$ cat config.mk
export PLATFORM = sky130hd
export DESIGN_NAME = tag_bank_2way
export DESIGN_NICKNAME = d
export VERILOG_FILES = /design/src/rtl/cache_pkg.sv /design/src/rtl/tag_way_array.sv /design/src/rtl/tag_bank_2way.sv
export SDC_FILE = /design/constraint.sdc
export NUM_CORES = 1
export LEC_CHECK = 0
export ABC_AREA = 0
export CAP_MARGIN = 20
export CORE_UTILIZATION = 58
export CTS_CLUSTER_DIAMETER = 60
export CTS_CLUSTER_SIZE = 30
export DETAILED_ROUTE_END_ITERATION = 7
export PLACE_DENSITY_LB_ADDON = 0.1
export SLEW_MARGIN = 20
export SYNTH_ARGS = -nofsm -noshare
export SYNTH_HDL_FRONTEND = slang
export SYNTH_SLANG_ARGS = --single-unit
$ cat constraint.sdc
create_clock -name clk -period 2.6 [get_ports clk]
set_input_delay 0.26 -clock clk [delete_from_list [all_inputs] [get_ports clk]]
set_output_delay 0.26 -clock clk [all_outputs]
set_load 0.02 [all_outputs]
$ cat src/rtl/cache_pkg.sv
// Shared types and defaults for the two-way tag bank.
package cache_pkg;

    localparam int TAG_W_DEF    = 4;
    localparam int SET_BITS_DEF = 3;

    typedef logic [TAG_W_DEF-1:0]    tag_t;
    typedef logic [SET_BITS_DEF-1:0] set_idx_t;

    typedef enum logic {
        IDLE  = 1'b0,
        FLUSH = 1'b1
    } bank_state_e;

endpackage

$ cat src/rtl/tag_way_array.sv
// One way of the tag store: tag memory plus per-set valid bits.
// Reads are asynchronous, so a same-cycle write is seen only after the edge.
module tag_way_array
    import cache_pkg::*;
#(
    parameter int TAG_W    = TAG_W_DEF,
    parameter int SET_BITS = SET_BITS_DEF
) (
    input  logic                clk,
    input  logic                rst_n,
    input  logic [SET_BITS-1:0] rd_set,
    output logic [TAG_W-1:0]    rd_tag,
    output logic                rd_valid,
    input  logic                wr_en,
    input  logic [SET_BITS-1:0] wr_set,
    input  logic [TAG_W-1:0]    wr_tag,
    input  logic                clr_en,
    input  logic [SET_BITS-1:0] clr_set
);

    localparam int SETS = 1 << SET_BITS;

    logic [TAG_W-1:0] tag_mem [SETS];
    logic [SETS-1:0]  valid_q;

    // Tag storage: no reset, contents are meaningless while the set is invalid.
    always_ff @(posedge clk) begin
        if (wr_en) begin
            tag_mem[wr_set] <= wr_tag;
        end
    end

    // Valid bits: cleared by reset or by index during a flush, set by a write.
    always_ff @(posedge clk or negedge rst_n) begin
        if (!rst_n) begin
            valid_q <= '0;
        end else begin
            if (clr_en) begin
                valid_q[clr_set] <= 1'b0;
            end
            if (wr_en) begin
                valid_q[wr_set] <= 1'b1;
            end
        end
    end

    assign rd_tag   = tag_mem[rd_set];
    assign rd_valid = valid_q[rd_set];

endmodule

$ cat src/rtl/tag_bank_2way.sv
// Two-way set-associative tag bank: registered lookup response, miss fills,
// LRU tracking and a sequential flush of all sets.
//
// Handshake: a request (lookup or fill) is taken on a rising edge where its
// valid and the matching ready are both 1 and flush_req is 0; ready depends
// only on state, and a requester that sees ready=0 keeps its request asserted.
module tag_bank_2way
    import cache_pkg::*;
#(
    parameter int TAG_W    = TAG_W_DEF,
    parameter int SET_BITS = SET_BITS_DEF
) (
    input  logic                clk,
    input  logic                rst_n,
    input  logic                lookup_valid,
    output logic                lookup_ready,
    input  logic [SET_BITS-1:0] lookup_set,
    input  logic [TAG_W-1:0]    lookup_tag,
    output logic                resp_valid,
    output logic                hit,
    output logic                sel_way,
    output logic [TAG_W-1:0]    tag_way0,
    output logic [TAG_W-1:0]    tag_way1,
    input  logic                fill_valid,
    output logic                fill_ready,
    input  logic [SET_BITS-1:0] fill_set,
    input  logic                fill_way,
    input  logic [TAG_W-1:0]    fill_tag,
    input  logic                flush_req,
    output logic                busy,
    output bank_state_e         state_dbg
);

    localparam int SETS = 1 << SET_BITS;

    bank_state_e         state_q;
    logic [SET_BITS-1:0] cnt_q;
    logic [SETS-1:0]     lru_q;

    logic [TAG_W-1:0] rd_tag0, rd_tag1;
    logic             rd_valid0, rd_valid1;
    logic             accept_lookup, accept_fill;
    logic             match0, match1, hit_c, hit_way, victim_way, sel_c;
    logic             clr_en;

    assign lookup_ready = (state_q == IDLE);
    assign fill_ready   = (state_q == IDLE);
    assign busy         = (state_q == FLUSH);
    assign state_dbg    = state_q;
    assign clr_en       = (state_q == FLUSH);

    // A flush request in IDLE pre-empts any lookup or fill in the same cycle.
    assign accept_lookup = lookup_valid & lookup_ready & ~flush_req;
    assign accept_fill   = fill_valid & fill_ready & ~flush_req;

    tag_way_array #(.TAG_W(TAG_W), .SET_BITS(SET_BITS)) u_way0 (
        .clk      (clk),
        .rst_n    (rst_n),
        .rd_set   (lookup_set),
        .rd_tag   (rd_tag0),
        .rd_valid (rd_valid0),
        .wr_en    (accept_fill & ~fill_way),
        .wr_set   (fill_set),
        .wr_tag   (fill_tag),
        .clr_en   (clr_en),
        .clr_set  (cnt_q)
    );

    tag_way_array #(.TAG_W(TAG_W), .SET_BITS(SET_BITS)) u_way1 (
        .clk      (clk),
        .rst_n    (rst_n),
        .rd_set   (lookup_set),
        .rd_tag   (rd_tag1),
        .rd_valid (rd_valid1),
        .wr_en    (accept_fill & fill_way),
        .wr_set   (fill_set),
        .wr_tag   (fill_tag),
        .clr_en   (clr_en),
        .clr_set  (cnt_q)
    );

    // Hit detection (way 0 wins a double match) and victim choice
    // (first invalid way, otherwise the LRU way).
    always_comb begin
        match0     = rd_valid0 & (rd_tag0 == lookup_tag);
        match1     = rd_valid1 & (rd_tag1 == lookup_tag);
        hit_c      = match0 | match1;
        hit_way    = ~match0;
        victim_way = !rd_valid0 ? 1'b0 : (!rd_valid1 ? 1'b1 : lru_q[lookup_set]);
        sel_c      = hit_c ? hit_way : victim_way;
    end

    // Control FSM: flush sequencing plus LRU updates; a fill's LRU write
    // comes last so it overrides a same-set hit update.
    always_ff @(posedge clk or negedge rst_n) begin
        if (!rst_n) begin
            state_q <= IDLE;
            cnt_q   <= '0;
            lru_q   <= '0;
        end else begin
            case (state_q)
                IDLE: begin
                    if (flush_req) begin
                        state_q <= FLUSH;
                        cnt_q   <= '0;
                    end else begin
                        if (accept_lookup && hit_c) begin
                            lru_q[lookup_set] <= ~hit_way;
                        end
                        if (accept_fill) begin
                            lru_q[fill_set] <= ~fill_way;
                        end
                    end
                end
                FLUSH: begin
                    lru_q[cnt_q] <= 1'b0;
                    cnt_q        <= cnt_q + 1'b1;
                    if (&cnt_q) begin
                        state_q <= IDLE;
                    end
                end
                default: begin
                    state_q <= IDLE;
                end
            endcase
        end
    end

    // Response registers: pulse resp_valid for an accepted lookup, hold fields otherwise.
    always_ff @(posedge clk or negedge rst_n) begin
        if (!rst_n) begin
            resp_valid <= 1'b0;
            hit        <= 1'b0;
            sel_way    <= 1'b0;
            tag_way0   <= '0;
            tag_way1   <= '0;
        end else begin
            resp_valid <= accept_lookup;
            if (accept_lookup) begin
                hit      <= hit_c;
                sel_way  <= sel_c;
                tag_way0 <= rd_tag0;
                tag_way1 <= rd_tag1;
            end
        end
    end

endmodule

==> metrics.md, run 1 <==
| Metric | Value |
|---|---|
| Routed length per placed instance | `20.5 um` |
| Worst skew pair latency | `0.37 ns` |
| Clock-pin slew on the worst setup and hold paths | `0.09 ns` |
| Post-Synthesis Cells | `371` |
| Setup WS post-layout | `0.159 ns` |
| CTS Hold Buffers Added | `0` |
| # DRC | `0` |
| Hold Path Class | `in -> async` |
| Nets | `467` |
| Final hold violations | `0` |
| IO Count | `35` |
| Setup bufs post-CTS | `0` |
| Clock H-tree levels | `3` |
| Via count | `3350` |
| # fillers | `589` |
| Setup WS pre-CTS | `-0.180 ns` |
| Final min period | `2.44 ns` |
| Synth warn | `0` |
| Pin count of the biggest net entering global routing | `40` |
| Crit-path max FO | `13` |
| Floorplan core area | `7850 um^2` |
| Final setup viols | `0` |
| Switching pwr | `1.28 mW` |
| WP data required | `2.89 ns` |
| Sequential Power Share | `0.516` |
| Library cells used by synthesis | `48` |
| Top-area cell type share of the netlist area | `0.403` |
| Critical path startpoint category | `input pin` |
| Length of the first detailed-routing pass in iterations | `5` |
| Switching Fraction | `0.320` |
| Sink Count | `103` |
| Leakage | `2.32 nW` |
| Gate power share | `0.253` |
| Total Routing Usage GR | `0.289` |
| Initial antenna violation count | `0` |
| Top cells by area, synth | `edfxtp_1, dfrtp_1, mux2i_1` |
| Final core occ | `0.719` |
| Worst Clk Skew | `0.0100 ns` |
| Vias in the first global route | `3276` |
| Clock group share of total power | `0.231` |
| Max Buffers Root-to-Sink | `2` |
| Routed Antenna Nets | `0` |
| Register area share after synthesis | `0.607` |
| Hold slack | `0.00644 ns` |
| Gr ovfl total | `0` |
| GPL Wtd Cong | `0.909` |
| Layout cells sized above 1 | `0.192` |
| Sequential cell area | `2900 um^2` |
| DIE AREA | `8590 um^2` |
| Worst-Margin Slew | `0.875 ns` |
| Top FF cell, synth | `edfxtp_1` |
| Crit. End Element | `register` |
| Int Power | `2.73 mW` |
| First-pass GRT wire length | `18100 um` |
| Max-cap violations | `0` |
| Num CTS Buffers | `9` |
| Vias/cell | `6.08` |
| Status | `finished, final reports clean` |
| Ys async rst share | `0.379` |
| Number of flops mapped to enable cells by yosys | `64` |
| Commonest non-fill, non-tap cell in the layout | `edfxtp_1` |
| CTS root buffer | `clkbuf_8` |
| Row count | `32` |
| Dpl cells | `536` |
| Area delta synth->final | `18.2%` |
| Commonest non-fill, non-tap cells in the layout | `edfxtp_1, buf_4, nand2_1, dfrtp_1, clkdlybuf4s50_1` |
| Fmax | `410 MHz` |
| Slew Viols, Final | `0` |
| Syn Std Cell Area | `4770 um^2` |
| DR iter-0 viols | `283` |
| WS Path Type | `in -> reg` |
| Initial core utilization | `0.608` |
| Synthesized net count | `393` |
| CTS tree | `yes` |
| Area occupied by multi-input gates | `1670 um^2` |
| RSZ-0062 raised after global routing | `false` |
| Peak VDD IR | `0.000543 V` |
| Input/output buffers | `34` |
| Crit share post-route | `0.939` |
| Diode count | `0` |
| Avg Synthesized Cell Area | `12.9 um^2` |
| Pwr Density | `711 nW/um^2` |
| Synthesized flop and latch total | `103` |
| Final Non-Filler Cells | `551` |
| WL final | `11300 um` |
| Die W | `92.7 um` |
| Dpl hpwl | `8210 um` |
| Post-CTS Resized | `0` |
| Cell taking the most area after synthesis | `edfxtp_1` |
| Relative slew margins | `0.417` |
| Die Ht | `92.7 um` |
| Critical path arrival | `2.73 ns` |
| Setup TNS | `0 ns` |
## metal layers
| metal | up-vias | wire [um] | track usage |
|---|---|---|---|
| met2 | 142 | 5200 | 0.444 |
| met5 | - | 0 | 0 |
| li1 | 1544 | - | - |
| met4 | 0 | 263 | 0.108 |
| met3 | 18 | 821 | 0.0468 |
| met1 | 1646 | 5010 | 0.421 |
## layout make-up
class,count,area share
clock inverter,6,0.0104
timing repair buffer,85,0.131
sequential,103,0.514
inverter,6,0.00399
multi-input combinational,240,0.296
tap,102,0.0226
clock buffer,9,0.0220
## cells by family (layout without fill, tap and decap cells)
family | Yosys count | count (layout) | share of synthesized area
fa+ha+maj | 2 | 2 | 0.00524
compound gates | 68 | 68 | 0.0996
xor+xnor | 7 | 7 | 0.0128
mux | 40 | 40 | 0.106
flops | 103 | 103 | 0.607
simple gates | 123 | 123 | 0.126
buf+inv | 28 | 106 | 0.0427
## power by group through the flow
| stage | clock network (mW) | logic (mW) | registers (mW) |
|---|---|---|---|
| finish | 0.926 | 1.02 | 2.07 |
| CTS | 0.934 | 1.02 | 2.07 |
| global route | 0.992 | 1.11 | 2.10 |
| floorplan | 0 | 0.525 | 2.15 |
| global placement | 0 | 0.986 | 2.09 |
| detailed placement | 0 | 1.01 | 2.10 |
## Yosys cell counts, drive strengths merged (4+ instances only)
library cell and n:
nor2b 5, xor2 4, mux4 8, buf 15, mux2i 26, edfxtp 64
clkbuf 7, a21o 16, dfrtp 39, nand2 39, mux2 6, nor3 11
a31oi 12, nor2 27, o211ai 8, nand4 8, nand3 11, nand2b 7
o22ai 7, nor4 4, o21ai 11, inv 6
## final timing paths
kind                            depth (start not counted)                           start  slack [ns]                     endpoint
worst max-delay path                                   10                   lookup_set[2]        0.16         lru_q[5]$_DFFE_PN0P_
worst min-delay path                                    1                           rst_n       0.006      tag_way0[2]$_DFFE_PN0P_
worst max register to register                          8  u_way0.tag_mem[5][2]$_DFFE_PP_        0.39         lru_q[5]$_DFFE_PN0P_
worst min register to register                          2         tag_way0[2]$_DFFE_PN0P_        0.48      tag_way0[2]$_DFFE_PN0P_
max in group asynchronous                               1                           rst_n        2.05  u_way0.valid_q[2]$_DFF_PN0_
min in group clk                                        2         tag_way0[2]$_DFFE_PN0P_        0.48      tag_way0[2]$_DFFE_PN0P_
## metrics by stage
stage	area, um^2	total power, mW
after floorplan	4770	2.68
after global placement	5460	3.08
after detailed placement	5460	3.11
after CTS	5640	4.02
after global routing	5640	4.20
final	5640	4.01
## critical path, stage by stage
cell and delay [ns]:
clkdlybuf4s50_1 0.50, buf_12 0.15, mux2_2 0.36, a221oi_2 0.31, o22ai_1 0.18, xor2_1 0.20, nor4_4 0.27, buf_4 0.19
nand4_1 0.13, a31oi_1 0.19
## state kept, by name, indices dropped and copies added, names as in the netlist
name,flops
lru_q,8
u_way0.valid_q,8
sel_way,1
resp_valid,1
tag_way1,4
hit,1
u_way1.tag_mem,32
busy,1
u_way1.valid_q,8
u_way0.tag_mem,32
cnt_q,3
tag_way0,4
(Power assumes the default switching activity.)
==> run 2, diff against run 1 <==
- CAP_MARGIN: 20 -> not set
- CTS_CLUSTER_SIZE: 30 -> 14
==> results of run 2 <==
No change in the layout: final DEF, timing and power equal those of run 1.
==> run 3, diff against run 2 <==
- PLACE_DENSITY: not set -> 0.8
- PLACE_DENSITY_LB_ADDON: 0.1 -> not set
==> metrics.md, run 3 (synthesis gave the netlist of run 1 again) <==
| Metric | Value |
|---|---|
| Length of the first detailed-routing pass in iterations | `5` |
| Commonest non-fill, non-tap cells in the layout | `edfxtp_1, buf_4, nand2_1, dfrtp_1, clkdlybuf4s50_1` |
| Routed Antenna Nets | `0` |
| Hold Path Class | `in -> async` |
| Worst r2r path cells | `8` |
| Commonest non-fill, non-tap cell in the layout | `edfxtp_1` |
| RSZ-0062 raised after global routing | `false` |
| Worst skew pair latency | `0.37 ns` |
| Critical path startpoint category | `input pin` |
| CTS root buffer | `clkbuf_8` |
| Fmax | `419 MHz` |
| R2R Path End | `lru_q[5]$_DFFE_PN0P_` |
| DIE AREA | `8590 um^2` |
| Sink Count | `103` |
| GPL Wtd Cong | `0.935` |
| # DRC | `0` |
| Status | `finished with violations` |
| Worst R2R Setup Slack | `0.40 ns` |
| Total Routing Usage GR | `0.289` |
| Vias in the first global route | `3239` |
| Initial core utilization | `0.608` |
| Pin count of the biggest net entering global routing | `45` |
| Leakage | `2.27 nW` |
| Routed length per placed instance | `21.0 um` |
| WP data required | `2.88 ns` |
| CTS tree | `yes` |
| Vias/cell | `6.17` |
| Crit-path max FO | `8` |
| Critical path arrival | `2.67 ns` |
| IO Count | `35` |
| Pwr Density | `719 nW/um^2` |
| Clock-pin slew on the worst setup and hold paths | `0.09 ns` |
| Row count | `32` |
| Setup WS post-layout | `0.212 ns` |
| Final min period | `2.39 ns` |
| Final hold violations | `2` |
| Floorplan core area | `7850 um^2` |
| Max Buffers Root-to-Sink | `2` |
| WL final | `11400 um` |
| Diode count | `0` |
| Hold slack | `-0.00138 ns` |
| First-pass GRT wire length | `17800 um` |
| Gr ovfl total | `0` |
| CTS Hold Buffers Added | `0` |
| Layout cells sized above 1 | `0.175` |
| Setup WS pre-CTS | `-0.172 ns` |
| Peak VDD IR | `0.000471 V` |
| Input/output buffers | `34` |
| Die Ht | `92.7 um` |
| WS Path Type | `in -> reg` |
| Initial antenna violation count | `0` |
| Relative slew margins | `0.431` |
| Setup bufs post-CTS | `0` |
| Crit. End Element | `register` |
| Final core occ | `0.708` |
| Clock H-tree levels | `3` |
| Die W | `92.7 um` |
| Failing checks | `hold timing` |
| Max-cap violations | `0` |
| Dpl cells | `527` |
| Crit share post-route | `0.919` |
| Final setup viols | `0` |
| Worst Clk Skew | `0.0133 ns` |
| Top flop regs | `u_way0.tag_mem (32), u_way1.tag_mem (32)` |
| Dpl hpwl | `8250 um` |
| Reg-to-Reg Start | `u_way0.tag_mem[5][2]$_DFFE_PP_` |
| Slew Viols, Final | `0` |
| Nets | `458` |
| DR iter-0 viols | `325` |
| Num CTS Buffers | `9` |
| Via count | `3345` |
| Final Non-Filler Cells | `542` |
| Area delta synth->final | `16.4%` |
| Post-CTS Resized | `0` |
| Worst-Margin Slew | `0.853 ns` |
[run 3: changes by cell type in the layout (fill, tap and decap cells not counted), sizes merged]
cell	change
buf	-9
clkinv	-1
inv	+1
[run 3: where the power goes]
part           switching, mW  total (mW)  internal (mW)
Combinational          0.552        1.00          0.448
Clock                  0.565       0.923          0.358
Sequential             0.157        2.07           1.91
Total                   1.27        3.99           2.72
[run 3: area by class of cell]
cell class                      count  area [um^2]
Inverter                            6         22.5
Multi-Input combinational cell    240         1670
Sequential cell                   103         2900
Fill cell                         597         2290
Timing Repair Buffer               76          658
Clock buffer                        9          124
Tap cell                          102          128
Clock inverter                      6         53.8
[run 3: how the worst max path moves through the flow]
stage / start / to
6_report: lookup_set[2] / lru_q[5]$_DFFE_PN0P_
5_1_grt: lookup_set[2] / lru_q[5]$_DFFE_PN0P_
4_1_cts: lookup_set[2] / lru_q[1]$_DFFE_PN0P_
3_5_place_dp: lookup_set[2] / lru_q[1]$_DFFE_PN0P_
3_3_place_gp: lookup_set[1] / lru_q[4]$_DFFE_PN0P_
2_1_floorplan: lookup_set[2] / lru_q[1]$_DFFE_PN0P_
[run 3: metrics by stage]
stage                     instance area (um^2)  total power [mW]  TNS (ns)
after CTS                                 5550              4.00         0
final                                     5550              3.99         0
after floorplan                           4770              2.68         0
after global routing                      5550              4.18         0
after detailed placement                  5380              3.10    -0.908
after global placement                    5380              3.07    -0.167
[run 3: per-layer routing]
layer	routed length (um)	GRT usage	share of wire
met1	4660	0.405	0.41
met2	5480	0.457	0.48
met3	1010	0.0558	0.089
met4	224	0.0974	0.020
met5	0	0	0
[run 3: critical path, stage by stage]
cell and delay, ns:
clkdlybuf4s50_1 0.46, buf_4 0.17, mux2_1 0.34, a221oi_1 0.31, o22ai_1 0.16, xor2_1 0.20, nor4_4 0.27, buf_4 0.19
nand4_1 0.12, a31oi_1 0.19
